<file path="config.mk">
export PLATFORM = sky130hd
export DESIGN_NAME = minmax_tracker_flat
export DESIGN_NICKNAME = d
export VERILOG_FILES = /design/src/rtl/minmax_tracker_pkg.sv /design/src/rtl/minmax_tracker_if.sv /design/src/rtl/minmax_tracker_compare_chain.sv /design/src/rtl/minmax_tracker.sv /design/src/flat_wrapper.sv
export SDC_FILE = /design/constraint.sdc
export NUM_CORES = 1
export LEC_CHECK = 0
export ABC_AREA = 0
export BUFFER_PORTS_ARGS = -buffer_cell sky130_fd_sc_hd__buf_4
export CAP_MARGIN = 5
export CORE_MARGIN = 3
export CORE_UTILIZATION = 57
export DETAILED_ROUTE_END_ITERATION = 16
export GPL_ROUTABILITY_DRIVEN = 0
export PLACE_DENSITY = 0.79
export SYNTH_ARGS = -nofsm -noshare
export SYNTH_HDL_FRONTEND = slang
export SYNTH_SLANG_ARGS = --single-unit
</file>
<file path="constraint.sdc">
create_clock -name clk -period 3 [get_ports clk]
set_clock_uncertainty 0.15 [all_clocks]
set_input_delay 0.15 -clock clk [delete_from_list [all_inputs] [get_ports clk]]
set_output_delay 0.15 -clock clk [all_outputs]
set_load 0.01 [all_outputs]
</file>
<file path="src/rtl/minmax_tracker_pkg.sv">
// minmax_tracker_pkg: shared default widths and FSM state encoding for the extremum tracker
package minmax_tracker_pkg;
  localparam int DEF_WIDTH = 20;
  localparam int DEF_CNT_W = 16;
  typedef enum logic {EMPTY = 1'b0, TRACK = 1'b1} state_t;
endpackage

</file>
<file path="src/rtl/minmax_tracker_if.sv">
// minmax_tracker_if: sample stream and statistics bundle for minmax_tracker
//   master (source): drives clear, in_valid, in_data; observes in_ready and all statistics
//   slave (tracker): the mirror image
interface minmax_tracker_if
  import minmax_tracker_pkg::*;
#(
  parameter int WIDTH = DEF_WIDTH,
  parameter int CNT_W = DEF_CNT_W
);
  logic clear;
  logic in_valid;
  logic in_ready;
  logic [WIDTH-1:0] in_data;
  logic [WIDTH-1:0] max_out;
  logic [WIDTH-1:0] min_out;
  logic [CNT_W-1:0] sample_cnt;
  logic cnt_sat;
  logic stats_valid;
  logic new_max;
  logic new_min;
  modport master (
    output clear, in_valid, in_data,
    input in_ready, max_out, min_out, sample_cnt, cnt_sat, stats_valid, new_max, new_min
  );
  modport slave (
    input clear, in_valid, in_data,
    output in_ready, max_out, min_out, sample_cnt, cnt_sat, stats_valid, new_max, new_min
  );
endinterface

</file>
<file path="src/rtl/minmax_tracker_compare_chain.sv">
// compare_chain: unsigned WIDTH-bit magnitude compare built as a cascade of 4-bit slices
//   a, b : operands
//   lt/gt/eq : a < b, a > b, a == b
// The first slice (from the MSB) that differs decides; later slices only matter while eq holds.
module compare_chain #(
  parameter int WIDTH = 20
) (
  input  logic [WIDTH-1:0] a,
  input  logic [WIDTH-1:0] b,
  output logic             lt,
  output logic             gt,
  output logic             eq
);
  localparam int N = WIDTH / 4;
  logic [N:0] l, g, e;
  assign l[0] = 1'b0;
  assign g[0] = 1'b0;
  assign e[0] = 1'b1;
  for (genvar i = 0; i < N; i++) begin : g_slice
    localparam int H = WIDTH - 1 - 4 * i;
    assign l[i+1] = l[i] | (e[i] & (a[H -: 4] < b[H -: 4]));
    assign g[i+1] = g[i] | (e[i] & (a[H -: 4] > b[H -: 4]));
    assign e[i+1] = e[i] & (a[H -: 4] == b[H -: 4]);
  end
  assign lt = l[N];
  assign gt = g[N];
  assign eq = e[N];
endmodule

</file>
<file path="src/rtl/minmax_tracker.sv">
// minmax_tracker: two-stage streaming running max/min tracker with saturating sample count
//   clk, rst_n : clock, asynchronous active-low reset
//   bus        : slave side of minmax_tracker_if (clear, sample handshake, statistics)
// Stage 1 captures an accepted sample; stage 2 compares it against the registered
// extremes and updates them, so back-to-back samples always see up-to-date extremes.
module minmax_tracker
  import minmax_tracker_pkg::*;
#(
  parameter int WIDTH = DEF_WIDTH,
  parameter int CNT_W = DEF_CNT_W
) (
  input logic             clk,
  input logic             rst_n,
  minmax_tracker_if.slave bus
);
  state_t state_q, state_d;
  logic [WIDTH-1:0] smp_q, max_q, min_q, max_d, min_d;
  logic [CNT_W-1:0] cnt_q, cnt_d;
  logic smp_v, sv_q, sv_d, nmax_q, nmax_d, nmin_q, nmin_d;
  logic acc, sat, first, upd_max, upd_min, gt_max, lt_min;
  logic unused_max_lt, unused_max_eq, unused_min_gt, unused_min_eq;
  compare_chain #(.WIDTH(WIDTH)) u_cmp_max (
    .a(smp_q), .b(max_q), .lt(unused_max_lt), .gt(gt_max), .eq(unused_max_eq)
  );
  compare_chain #(.WIDTH(WIDTH)) u_cmp_min (
    .a(smp_q), .b(min_q), .lt(lt_min), .gt(unused_min_gt), .eq(unused_min_eq)
  );
  assign bus.in_ready    = !bus.clear;
  assign acc             = bus.in_valid && bus.in_ready;
  assign sat             = &cnt_q;
  assign bus.max_out     = max_q;
  assign bus.min_out     = min_q;
  assign bus.sample_cnt  = cnt_q;
  assign bus.cnt_sat     = sat;
  assign bus.stats_valid = sv_q;
  assign bus.new_max     = nmax_q;
  assign bus.new_min     = nmin_q;
  // The first sample after EMPTY seeds both extremes regardless of the compare results.
  always_comb begin
    first   = smp_v && state_q == EMPTY;
    upd_max = smp_v && (first || gt_max);
    upd_min = smp_v && (first || lt_min);
    state_d = bus.clear ? EMPTY : smp_v ? TRACK : state_q;
    max_d   = bus.clear ? '0 : upd_max ? smp_q : max_q;
    min_d   = bus.clear ? '0 : upd_min ? smp_q : min_q;
    nmax_d  = !bus.clear && upd_max;
    nmin_d  = !bus.clear && upd_min;
    cnt_d   = bus.clear ? '0 : (smp_v && !sat) ? cnt_q + 1'b1 : cnt_q;
    sv_d    = !bus.clear && (sv_q || smp_v);
  end
  always_ff @(posedge clk or negedge rst_n) begin
    if (!rst_n) begin
      state_q <= EMPTY;
      smp_q   <= '0;
      smp_v   <= 1'b0;
      max_q   <= '0;
      min_q   <= '0;
      cnt_q   <= '0;
      sv_q    <= 1'b0;
      nmax_q  <= 1'b0;
      nmin_q  <= 1'b0;
    end else begin
      state_q <= state_d;
      smp_q   <= acc ? bus.in_data : smp_q;
      smp_v   <= acc;
      max_q   <= max_d;
      min_q   <= min_d;
      cnt_q   <= cnt_d;
      sv_q    <= sv_d;
      nmax_q  <= nmax_d;
      nmin_q  <= nmin_d;
    end
  end
endmodule
</file>
<file path="src/flat_wrapper.sv">
// flat-port wrapper written by rule: the top's interface ports become plain ports
module minmax_tracker_flat import minmax_tracker_pkg::*;
#(
  parameter int WIDTH = DEF_WIDTH,
  parameter int CNT_W = DEF_CNT_W
)
  (clk, rst_n, bus_clear, bus_in_valid, bus_in_data, bus_in_ready, bus_max_out, bus_min_out, bus_sample_cnt, bus_cnt_sat, bus_stats_valid, bus_new_max, bus_new_min);
  minmax_tracker_if #(.WIDTH(WIDTH), .CNT_W(CNT_W)) bus_i ();
  input logic clk;
  input logic rst_n;
  input wire logic [$bits(bus_i.clear)-1:0] bus_clear;
  input wire logic [$bits(bus_i.in_valid)-1:0] bus_in_valid;
  input wire logic [$bits(bus_i.in_data)-1:0] bus_in_data;
  output wire logic [$bits(bus_i.in_ready)-1:0] bus_in_ready;
  output wire logic [$bits(bus_i.max_out)-1:0] bus_max_out;
  output wire logic [$bits(bus_i.min_out)-1:0] bus_min_out;
  output wire logic [$bits(bus_i.sample_cnt)-1:0] bus_sample_cnt;
  output wire logic [$bits(bus_i.cnt_sat)-1:0] bus_cnt_sat;
  output wire logic [$bits(bus_i.stats_valid)-1:0] bus_stats_valid;
  output wire logic [$bits(bus_i.new_max)-1:0] bus_new_max;
  output wire logic [$bits(bus_i.new_min)-1:0] bus_new_min;
  assign bus_i.clear = bus_clear;
  assign bus_i.in_valid = bus_in_valid;
  assign bus_i.in_data = bus_in_data;
  assign bus_in_ready = bus_i.in_ready;
  assign bus_max_out = bus_i.max_out;
  assign bus_min_out = bus_i.min_out;
  assign bus_sample_cnt = bus_i.sample_cnt;
  assign bus_cnt_sat = bus_i.cnt_sat;
  assign bus_stats_valid = bus_i.stats_valid;
  assign bus_new_max = bus_i.new_max;
  assign bus_new_min = bus_i.new_min;
  minmax_tracker #(.WIDTH(WIDTH), .CNT_W(CNT_W)) u_core (.clk(clk), .rst_n(rst_n), .bus(bus_i));
endmodule
</file>
=== Word level (Yosys, flattened, before mapping) ===
Index checks and enable logic that the tools add are counted.
W data, S select, Z words.

* Equality and inequality tests: 8
* Bitwise logic cells: 23
* Reduce and logical (&&, ||, !) cells: 18
* $lt $le $gt $ge: 10
* Muxes and demuxes: 8
* Add/sub/neg operators: 1

{| class="wikitable"
|+ Operators with widths
! operator !! number
|-
| $mux W20 || 4
|-
| $eq A4 B4 Y1 || 8
|-
| $mux W16 || 2
|-
| $gt A4 B4 Y1 || 5
|-
| $lt A4 B4 Y1 || 5
|-
| $add A16 B1 Y16 const B || 1
|-
| $reduce_and A16 Y1 || 1
|-
| $and A1 B1 Y1 || 14
|-
| $logic_and A1 B1 Y1 || 8
|-
| $or A1 B1 Y1 || 8
|-
| $reduce_bool A2 Y1 || 4
|-
| $logic_or A1 B1 Y1 || 3
|-
| $logic_not A1 Y1 || 2
|-
| $mux W1 || 2
|-
| $not A1 Y1 || 1
|}

* Register bits after elaboration: 81
* Output and inout port bits: 61

=== Logic depth before layout (Yosys ltp) ===
Gate-level depths: netlist of run 1.

* Word-level depth: 10
* Depth in mapped cells: 10
* Mapped depth without buffers: 8

=== Cells and area by module ===
Synthesis of run 1 repeated with hierarchy kept, for this count alone.

* Cell total of the unflattened synthesis: 414
* Area, all modules: 4483.0 sq um

{| class="wikitable"
|+ Modules (own cells, without submodules)
! module !! area each (sq um) !! seq. area each (sq um) !! cells an instance !! instances
|-
| minmax_tracker || 3269.4 || 2026.9 || 248 || 1
|-
| compare_chain || 606.8 || 0.0 || 83 || 2
|}

=== Least setup slack after synthesis of run 1 ===
No wires, ideal clock.

* Path kind: reg-to-reg
* Start point: reg u_core.max_q[11], in the netlist u_core.bus.max_out[11]
* End point: reg u_core.max_q[11], in the netlist u_core.bus.max_out[11]
* Data required time: 2.722 ns
* Setup slack: 0.805 ns
* Setup time: 0.128 ns
* Clock period less this slack: 2.195 ns
* Arrival: 1.917 ns
* Stages on the path, launching flop included: 10
* Path through: dfrtp_1 inv_1 ha_1 and4_4 or3_1 a21oi_2 nor4b_4 buf_2 nand4_1 o211ai_2

* Longest elaborated chain between the ends: 8
* Elaborated cells between the ends (all ways): 13
* Classes of those cells: order compare (1); eq/ne (1); bitwise (8); reduce/logical (3)

{| class="wikitable"
|+ RTL lines
! item !! line !! source
|-
| start, declared || minmax_tracker.sv:17 || <nowiki>logic [WIDTH-1:0] smp_q, max_q, min_q, max_d, min_d;</nowiki>
|-
| start signal, assigned || minmax_tracker.sv:66 || <nowiki>max_q <= max_d;</nowiki>
|-
| $gt A4 B4 Y1 or $eq A4 B4 Y1 (tied branches) || minmax_tracker_compare_chain.sv:22, minmax_tracker_compare_chain.sv:23 ||
|-
| $and A1 B1 Y1 (on tied branches) || minmax_tracker_compare_chain.sv:22, minmax_tracker_compare_chain.sv:23 ||
|-
| $or A1 B1 Y1, or another cell as far along || minmax_tracker_compare_chain.sv:22 || <nowiki>assign g[i+1] = g[i] | (e[i] & (a[H -: 4] > b[H -: 4]));</nowiki>
|-
| $or A1 B1 Y1 or $and A1 B1 Y1 (tied branches) || minmax_tracker_compare_chain.sv:22 ||
|-
| $or A1 B1 Y1 (*) || minmax_tracker_compare_chain.sv:22 ||
|-
| $logic_or A1 B1 Y1 (*) || minmax_tracker.sv:41 || <nowiki>upd_max = smp_v && (first || gt_max);</nowiki>
|-
| $logic_and A1 B1 Y1 (*) || minmax_tracker.sv:41 ||
|-
| $reduce_bool A2 Y1 (no source line) (*) || n/a ||
|}

Every way passes the cells marked *; elsewhere a longest branch is shown, timed or not.
A chain may end at the register's enable or synchronous reset.

=== Worst setup path after layout of run 1 ===
* Start point: reg u_core.max_q[2], in the netlist u_core.bus.max_out[2]
* End point: reg u_core.max_q[16], in the netlist u_core.bus.max_out[16]

* Longest elaborated chain between the ends: 6

{| class="wikitable"
|+ RTL lines
! item !! line
|-
| $gt A4 B4 Y1 || minmax_tracker_compare_chain.sv:22
|-
| $and A1 B1 Y1 || minmax_tracker_compare_chain.sv:22
|-
| $or A1 B1 Y1 || minmax_tracker_compare_chain.sv:22
|-
| $logic_or A1 B1 Y1 || minmax_tracker.sv:41
|-
| $logic_and A1 B1 Y1 || minmax_tracker.sv:41
|-
| $reduce_bool A2 Y1 (no source line) || n/a
|}

No other way between the ends.

==> summary.txt, run 1 <==
STA
  – Post-route setup TNS: 0 ps
  – Hold Vio Cnt, Final: 0
  – RSZ-0062 raised after global routing: no
  – Final count of pins violating max slew: 0
  – Setup violations, final: 0
  – Slew margin rel.: 29.7%
  – Minimum clock period: 2540 ps
  – Setup ws final: roughly 460 ps
  – Final period util: a little over four fifths
  – Fmax: 394 MHz
  – Worst slew pin tran: around 1100 ps

Setup path
  – Worst path required time: approximately 3100 ps
  – Crit path kind: reg2reg
  – Slowest-stage cell, CP: dfrtp_1
  – R2R setup slack: between 400 and 500 ps
  – FF-to-FF Start: u_core.bus.max_out[2]
  – Worst reg2reg path endpoint: u_core.bus.max_out[16]
  – Worst Reg2Reg Path Length in Cells: 9
  – Arr. time, crit path: 2620 ps
  – CP Cell Sequence: inv_1 -> ha_1 -> and3b_1 -> a2111oi_1 -> o21ai_1 -> nand4_2 -> buf_12 -> nand4_1 -> o311ai_1
  – CP delay by family, top: compound AO/OA/AOI/OAI gates
  – WP buf/inv: 2
  – Critical path endpoint category: register
  – Maximum fanout along the worst path: 41
  – Crit-path max cell delay: ~410 ps
  – Worst setup SP type: register

Min path
  – Hold endpoint: u_core.bus.sample_cnt[14]
  – Hold path cells: 2
  – Critical hold path startpoint: bus_clear
  – Worst min-delay path class: in2reg

Die
  – Die area: roughly 9500 um2
  – Initial cell density of the core: about three fifths
  – Row count: 32
  – Die Span X: a little under 100 um
  – Die Y: approximately 100 um
  – I/O pin count: 85
  – Core area: between 7000 and 8000 um2

Drt
  – DRT iter0 DRCs: about 230
  – Drt pass-1 iters: 4
  – Vias per cell: 5.94
  – WL final: around 12,000 um
  – Drt wl/cell: about 18 um
  – DR vias: 4,197
  – Post-route ant nets: 0
  – Drc violations: 0

Synthesis
  – Compound-Gate Fraction of Synth Area: 12.6%
  – Post-Synth Simple-Gate Area: between 10% and 20%
  – Main combinational cell family by area after synthesis: simple AND/OR/NAND/NOR gates
  – Synthesized-area fraction occupied by adder cells: 10.4%
  – Synth area leader: dfrtp_1
  – Seq/Total Area, Yosys: a little over two fifths
  – Yosys warnings: 0
  – Ys async rst share: 100%
  – Mux contribution to synthesized area: 7.70%
  – Top_reg_cell synth: dfrtp_1
  – Synth top area cells: dfrtp_1, ha_1, nand2_1
  – Post-Synthesis Cells: roughly 490
  – Count of cell types in the netlist: 44
  – Post-synthesis register bit count: slightly above 80
  – Mapped Nets: between 500 and 600
  – EDFF count, synth: 0
  – Post-synth top area share: 42.3%
  – Synthesized area per cell: 9.74 um2
  – Synth Area in XOR/XNOR: 2.56%
  – Synthesized area: around 4800 um2

Placement
  – Placed Instances: around 660
  – Port Buffers: 84
  – Post-DP Area: between 5000 and 6000 um2
  – DPL Wire Length: 8590 um
  – Post-place setup slack: about 170 ps

Pwr
  – PD cells: roughly 530 nW/um2
  – Leak: approximately 0.0027 uW
  – VDD IR max: between 0.3 and 0.4 mV

CTS
  – Post-CTS Resized: 0
  – Total clock sinks: 81
  – TritonCTS clock tree: yes
  – Clk slew on worst S/H paths: around 90 ps
  – CTS H-tree depth: 3
  – CTS buffer count: 9
  – Clk buf depth: 2
  – Clock root buffer: clkbuf_8
  – Worst skew pair latency: around 350 ps

GRT
  – GRT Util Overall: 26.7%
  – Initial antenna violation count: 0
  – GRT overflow: 0
  – Pin count of the biggest net entering global routing: 82
  – First-pass GRT wire length: approximately 21,000 um
  – Vias in the first global route: roughly 4,200

Job
  – Max Cap Viol: 0

Cells and area
  – Final non-filler cell area: about 6000 um2
  – Total Nets Final: 665
  – Syn-to-layout area delta: 25.5%
  – Layout cell share with drive strength beyond 1: 24.2%
  – Fill cells: roughly 540
  – Multi-input combinational cell area: 2460 um2
  – Layout Cells excl Fill: a little over 700
  – Register cell area after layout: between 2000 and 2500 um2
  – Ant diodes: 0

Status
  – Outcome: complete, no violations
==> layer usage <==
layer,routed length (um),track usage [%]
met4,322,10.6
met2,6180,44.0
met5,0,0
met1,5300,35.0
met3,678,5.03
==> state kept, by name (all words and copies together) (netlist names) <==
| register | count |
|---|---|
| u_core.smp_v | 1 |
| u_core.bus.new_max | 1 |
| u_core.state_q | 1 |
| u_core.bus.max_out | 20 |
| u_core.bus.new_min | 1 |
| u_core.bus.min_out | 20 |
| u_core.smp_q | 20 |
| u_core.bus.stats_valid | 1 |
| u_core.bus.sample_cnt | 16 |
==> placed cells by master (no fill, tap or decap), drive strengths merged, types with 3 or more instances in the layout <==
cell / count
nor3: 7
bufinv: 3
nand2: 65
o211ai: 15
nor2: 28
mux2: 15
mux2i: 20
xnor2: 9
nor4: 3
dlygate4sd3: 21
nand2b: 5
o21ai: 18
and4: 3
ha: 40
buf: 106
o311ai: 8
nor2b: 5
xor2: 5
inv: 39
nand4: 33
nand3: 15
o32a: 12
dfrtp: 81
a21oi: 14
o31a: 9
clkbuf: 11
==> power by group <==
part	total [uW]	switching [uW]	internal [uW]	leakage, uW
Combinational	912	488	424	0.00149
Clock	956	388	568	0.000115
Sequential	1290	104	1190	0.00108
Total	3160	981	2180	0.00268
==> Yosys cell counts, types with 2 or more instances <==
| cell | instances |
|---|---|
| nand4_2 | 2 |
| mux2_2 | 15 |
| o211ai_1 | 13 |
| nor2b_1 | 5 |
| nor4_1 | 3 |
| o32a_1 | 12 |
| nand4_1 | 31 |
| xor2_1 | 5 |
| nand3_1 | 15 |
| and4_1 | 2 |
| mux2i_1 | 20 |
| nor3_1 | 7 |
| buf_4 | 2 |
| a21oi_1 | 13 |
| and3_1 | 2 |
| or3_1 | 2 |
| buf_6 | 4 |
| o211ai_2 | 2 |
| o21ai_1 | 5 |
| dfrtp_1 | 81 |
| buf_2 | 10 |
| ha_1 | 40 |
| nand2_1 | 65 |
| o311ai_1 | 8 |
| o31a_1 | 9 |
| xnor2_1 | 9 |
| nor2_1 | 28 |
| o21ai_0 | 12 |
| inv_1 | 38 |
| nand2b_1 | 5 |
| or2_1 | 2 |
| clkbuf_1 | 13 |
==> cell type report <==
cell class | count | share of cell area, %
repair buffers | 127 | 16.9
clock buffers | 11 | 2.35
clock inverters | 3 | 1.50
flip-flops and latches | 81 | 33.7
inverters | 39 | 2.43
well taps | 102 | 2.12
multi-input cells | 343 | 41.0
==> how the worst max path moves through the flow <==
stage	slack [ps]	depth (start not counted)	endpoint	startpoint
floorplan	810	9	u_core.bus.max_out[11]	u_core.bus.max_out[11]
global placement	270	8	u_core.bus.max_out[9]	u_core.smp_q[9]
detailed placement	170	8	u_core.bus.max_out[15]	u_core.smp_q[9]
CTS	90	9	u_core.bus.max_out[7]	u_core.bus.max_out[9]
global route	270	9	u_core.bus.max_out[16]	u_core.bus.max_out[2]
finish	460	9	u_core.bus.max_out[16]	u_core.bus.max_out[2]
==> stage by stage <==
| stage | utilization (%) | hold slack (ps) | total power (uW) |
|---|---|---|---|
| after floorplan | - | -296 | 1820 |
| after global placement | 69.6 | 205 | 2090 |
| after detailed placement | 69.6 | 208 | 2130 |
| after CTS | 75.2 | 51.6 | 3110 |
| after global routing | 75.9 | 77.0 | 3340 |
| final | 75.9 | 67.8 | 3160 |
==> cells by family (layout without fill, tap and decap cells) <==
logic type	count (synthesis)	count (layout)
compound gates	81	81
xor+xnor	14	14
fa+ha+maj	40	40
buf+inv	68	180
flops	81	81
mux	35	35
simple gates	173	173
==> repair_timing <==
| action | CTS | global route |
|---|---|---|
| hold buffers | 21 | 0 |
| buffers inserted | 0 | 7 |
| hold endpoints to repair | 101 | 0 |
| endpoints found under the setup margin | 0 | 12 |
No activity file was read; power rests on OpenSTA's default activity.
==> run 2: changes to the inputs <==
clock period = 2.4 ns   (was 3 ns; I/O delays follow)
==> summary.txt, run 2 (same netlist as run 1, synthesis figures left out) <==
Cells and area
  – Total Nets Final: 707 (was 665)
  – Leading cell type in the layout, fill and taps excluded: buf_4 (unchanged)
  – Most frequent cells in the layout: buf_4, dfrtp_1, nand2_1, ha_1, inv_1 (unchanged)
  – Layout cell share with drive strength beyond 1: 33.3% (was 24.2%)
  – Final non-filler cell area: 6630 um2 (was 6010 um2)
  – Layout Cells excl Fill: 750 (was 706)
  – Syn-to-layout area delta: 38.2% (was 25.5%)
  – Ant diodes: 0 (unchanged)

Pwr
  – Clk pwr share: 25.7% (was 30.2%)
  – VDD IR max: 0.416 mV (was 0.343 mV)
  – Sw frac: 33.6% (was 31.0%)
  – Combinational share of power: 36.7% (was 28.9%)
  – Total chip power: 4280 uW (was 3160 uW)
  – Cell Int Power: 2840 uW (was 2180 uW)
  – Seq pwr share: 37.6% (was 40.9%)
  – PD cells: 646 nW/um2 (was 526 nW/um2)
  – Leak: 0.00295 uW (was 0.00268 uW)
  – Switch Pwr: 1440 uW (was 981 uW)

STA
  – Setup ws final: -118 ps (was 465 ps)
  – RSZ-0062 raised after global routing: yes (was no)
  – Hold Vio Cnt, Final: 0 (unchanged)
  – Setup violations, final: 37 (was 0)
  – Worst slew pin tran: 691 ps (was 1050 ps)
  – Minimum clock period: 2520 ps (was 2540 ps)
  – Final count of pins violating max slew: 0 (unchanged)
  – Fmax: 397 MHz (was 394 MHz)
  – Final period util: 105% (was 84.5%)
  – Post-route setup TNS: -2330 ps (was 0 ps)
  – Slew margin rel.: 53.8% (was 29.7%)

Setup path
  – Worst path required time: 2540 ps (was 3090 ps)
  – CP delay by family, top: compound AO/OA/AOI/OAI gates (unchanged)
  – Maximum fanout along the worst path: 8 (was 41)
  – Critical path endpoint category: register (unchanged)
  – Worst Setup SP: u_core.smp_q[19] (was u_core.bus.max_out[2])
  – Arr. time, crit path: 2660 ps (was 2620 ps)
  – WP buf/inv: 3 (was 2)
  – FF-to-FF Start: u_core.smp_q[19] (was u_core.bus.max_out[2])
  – R2R setup slack: -120 ps (was 460 ps)
  – CP Cell Sequence: buf_6 -> ha_4 -> nand4_1 -> or2_4 -> o31ai_4 -> o31a_1 -> buf_6 -> buf_16 -> mux2i_4 (was inv_1 -> ha_1 -> and3b_1 -> a2111oi_1 -> o21ai_1 -> nand4_2 -> buf_12 -> nand4_1 -> o311ai_1)
  – Critical Path Most Common Cell: buf_6
  – Slowest-stage cell, CP: dfrtp_1 (unchanged)
  – Crit-path max cell delay: 460 ps (was 410 ps)
  – Worst setup SP type: register (unchanged)
  – Crit path kind: reg2reg (unchanged)

Drt
  – Drt pass-1 iters: 7 (was 4)
  – Vias per cell: 6.21 (was 5.94)
  – WL final: 15,000 um (was 12,500 um)
  – DRT iter0 DRCs: 545 (was 228)
  – Post-route ant nets: 0 (unchanged)
  – DR vias: 4,656 (was 4,197)
  – Drt wl/cell: 19.9 um (was 17.7 um)
  – Drc violations: 0 (unchanged)

Min path
  – Worst min-delay path class: in2reg (unchanged)
  – Critical hold path startpoint: bus_clear (unchanged)

Placement
  – Placed Instances: 696 (was 664)
  – Port Buffers: 84 (unchanged)
  – DPL Wire Length: 9060 um (was 8590 um)
  – Post-DP Area: 5810 um2 (was 5520 um2)
  – Post-place setup slack: -524 ps (was 166 ps)

Die
  – Die area: 9550 um2 (unchanged)
  – Initial cell density of the core: 60.5% (unchanged)
  – I/O pin count: 85 (unchanged)
  – Die Span X: 97.7 um (unchanged)
  – Die Y: 97.7 um (unchanged)
  – Core area: 7930 um2 (unchanged)
  – Row count: 32 (unchanged)

GRT
  – GRT overflow: 0 (unchanged)
  – Initial antenna violation count: 0 (unchanged)
  – Pin count of the biggest net entering global routing: 42 (was 82)
  – First-pass GRT wire length: 22,600 um (was 20,900 um)
  – GRT Util Overall: 29.4% (was 26.7%)
  – Vias in the first global route: 4,572 (was 4,233)

CTS
  – Total clock sinks: 81 (unchanged)
  – Clk buf depth: 2 (unchanged)
  – Clk slew on worst S/H paths: 90 ps (about the same)
  – Clock root buffer: clkbuf_8 (unchanged)
  – TritonCTS clock tree: yes (unchanged)
  – Worst skew pair latency: 360 ps (was 350 ps)
  – CTS buffer count: 9 (unchanged)
  – CTS H-tree depth: 3 (unchanged)

Job
  – Max Cap Viol: 0 (unchanged)

Status
  – Outcome: complete, but fails checks (was complete, no violations)
  – Failing checks: negative setup slack
## run 2: what timing repair did
| item | 4_1_cts | 5_1_grt |
|---|---|---|
| hold endpoints to repair | 60 | 0 |
| pin swaps | 1 | 30 |
| resized for setup | 14 | 32 |
| setup endpoints to repair | 39 | 41 |
| hold buffers | 21 | 0 |
| cloned | 2 | 0 |
| buffers inserted | 6 | 10 |
## run 2: stage by stage
step	util (%)	hold slack, ps
2_1_floorplan	-	-326
3_3_place_gp	73.3	-4.65
3_5_place_dp	73.3	-2.80
4_1_cts	80.9	12.0
5_1_grt	83.6	26.8
6_report	83.6	19.4
## run 2: power by group through the flow
stage                     combinational (uW)  clock [uW]  sequential [uW]
after detailed placement                1170           0             1610
after CTS                               1340        1100             1590
after global placement                  1120           0             1610
final                                   1570        1100             1610
after floorplan                          631           0             1640
after global routing                    1700        1170             1620
## run 2: area by class of cell
class / count / area [um2]
Multi-Input combinational cell: 344 / 2680
Clock inverter: 6 / 82.6
Sequential cell: 81 / 2030
Clock buffer: 10 / 128
Inverter: 39 / 146
Timing Repair Buffer: 168 / 1440
Fill cell: 422 / 1300
Tap cell: 102 / 128
## run 2: worst paths after layout
path | endpoint | depth (start not counted)
hold / removal | u_core.bus.sample_cnt[14] | 2
min in group asynchronous | u_core.bus.min_out[5] | 2
hold reg to reg | u_core.bus.stats_valid | 2
setup reg to reg | u_core.bus.min_out[11] | 9
setup / recovery | u_core.bus.min_out[11] | 9
max in group asynchronous | u_core.smp_q[1] | 3
## run 2: per-layer routing
layer	global-route usage, %	part of all wire [%]
met1	36.5	38
met3	6.25	6.5
met2	49.6	52
met4	12.6	3.7
met5	0	0
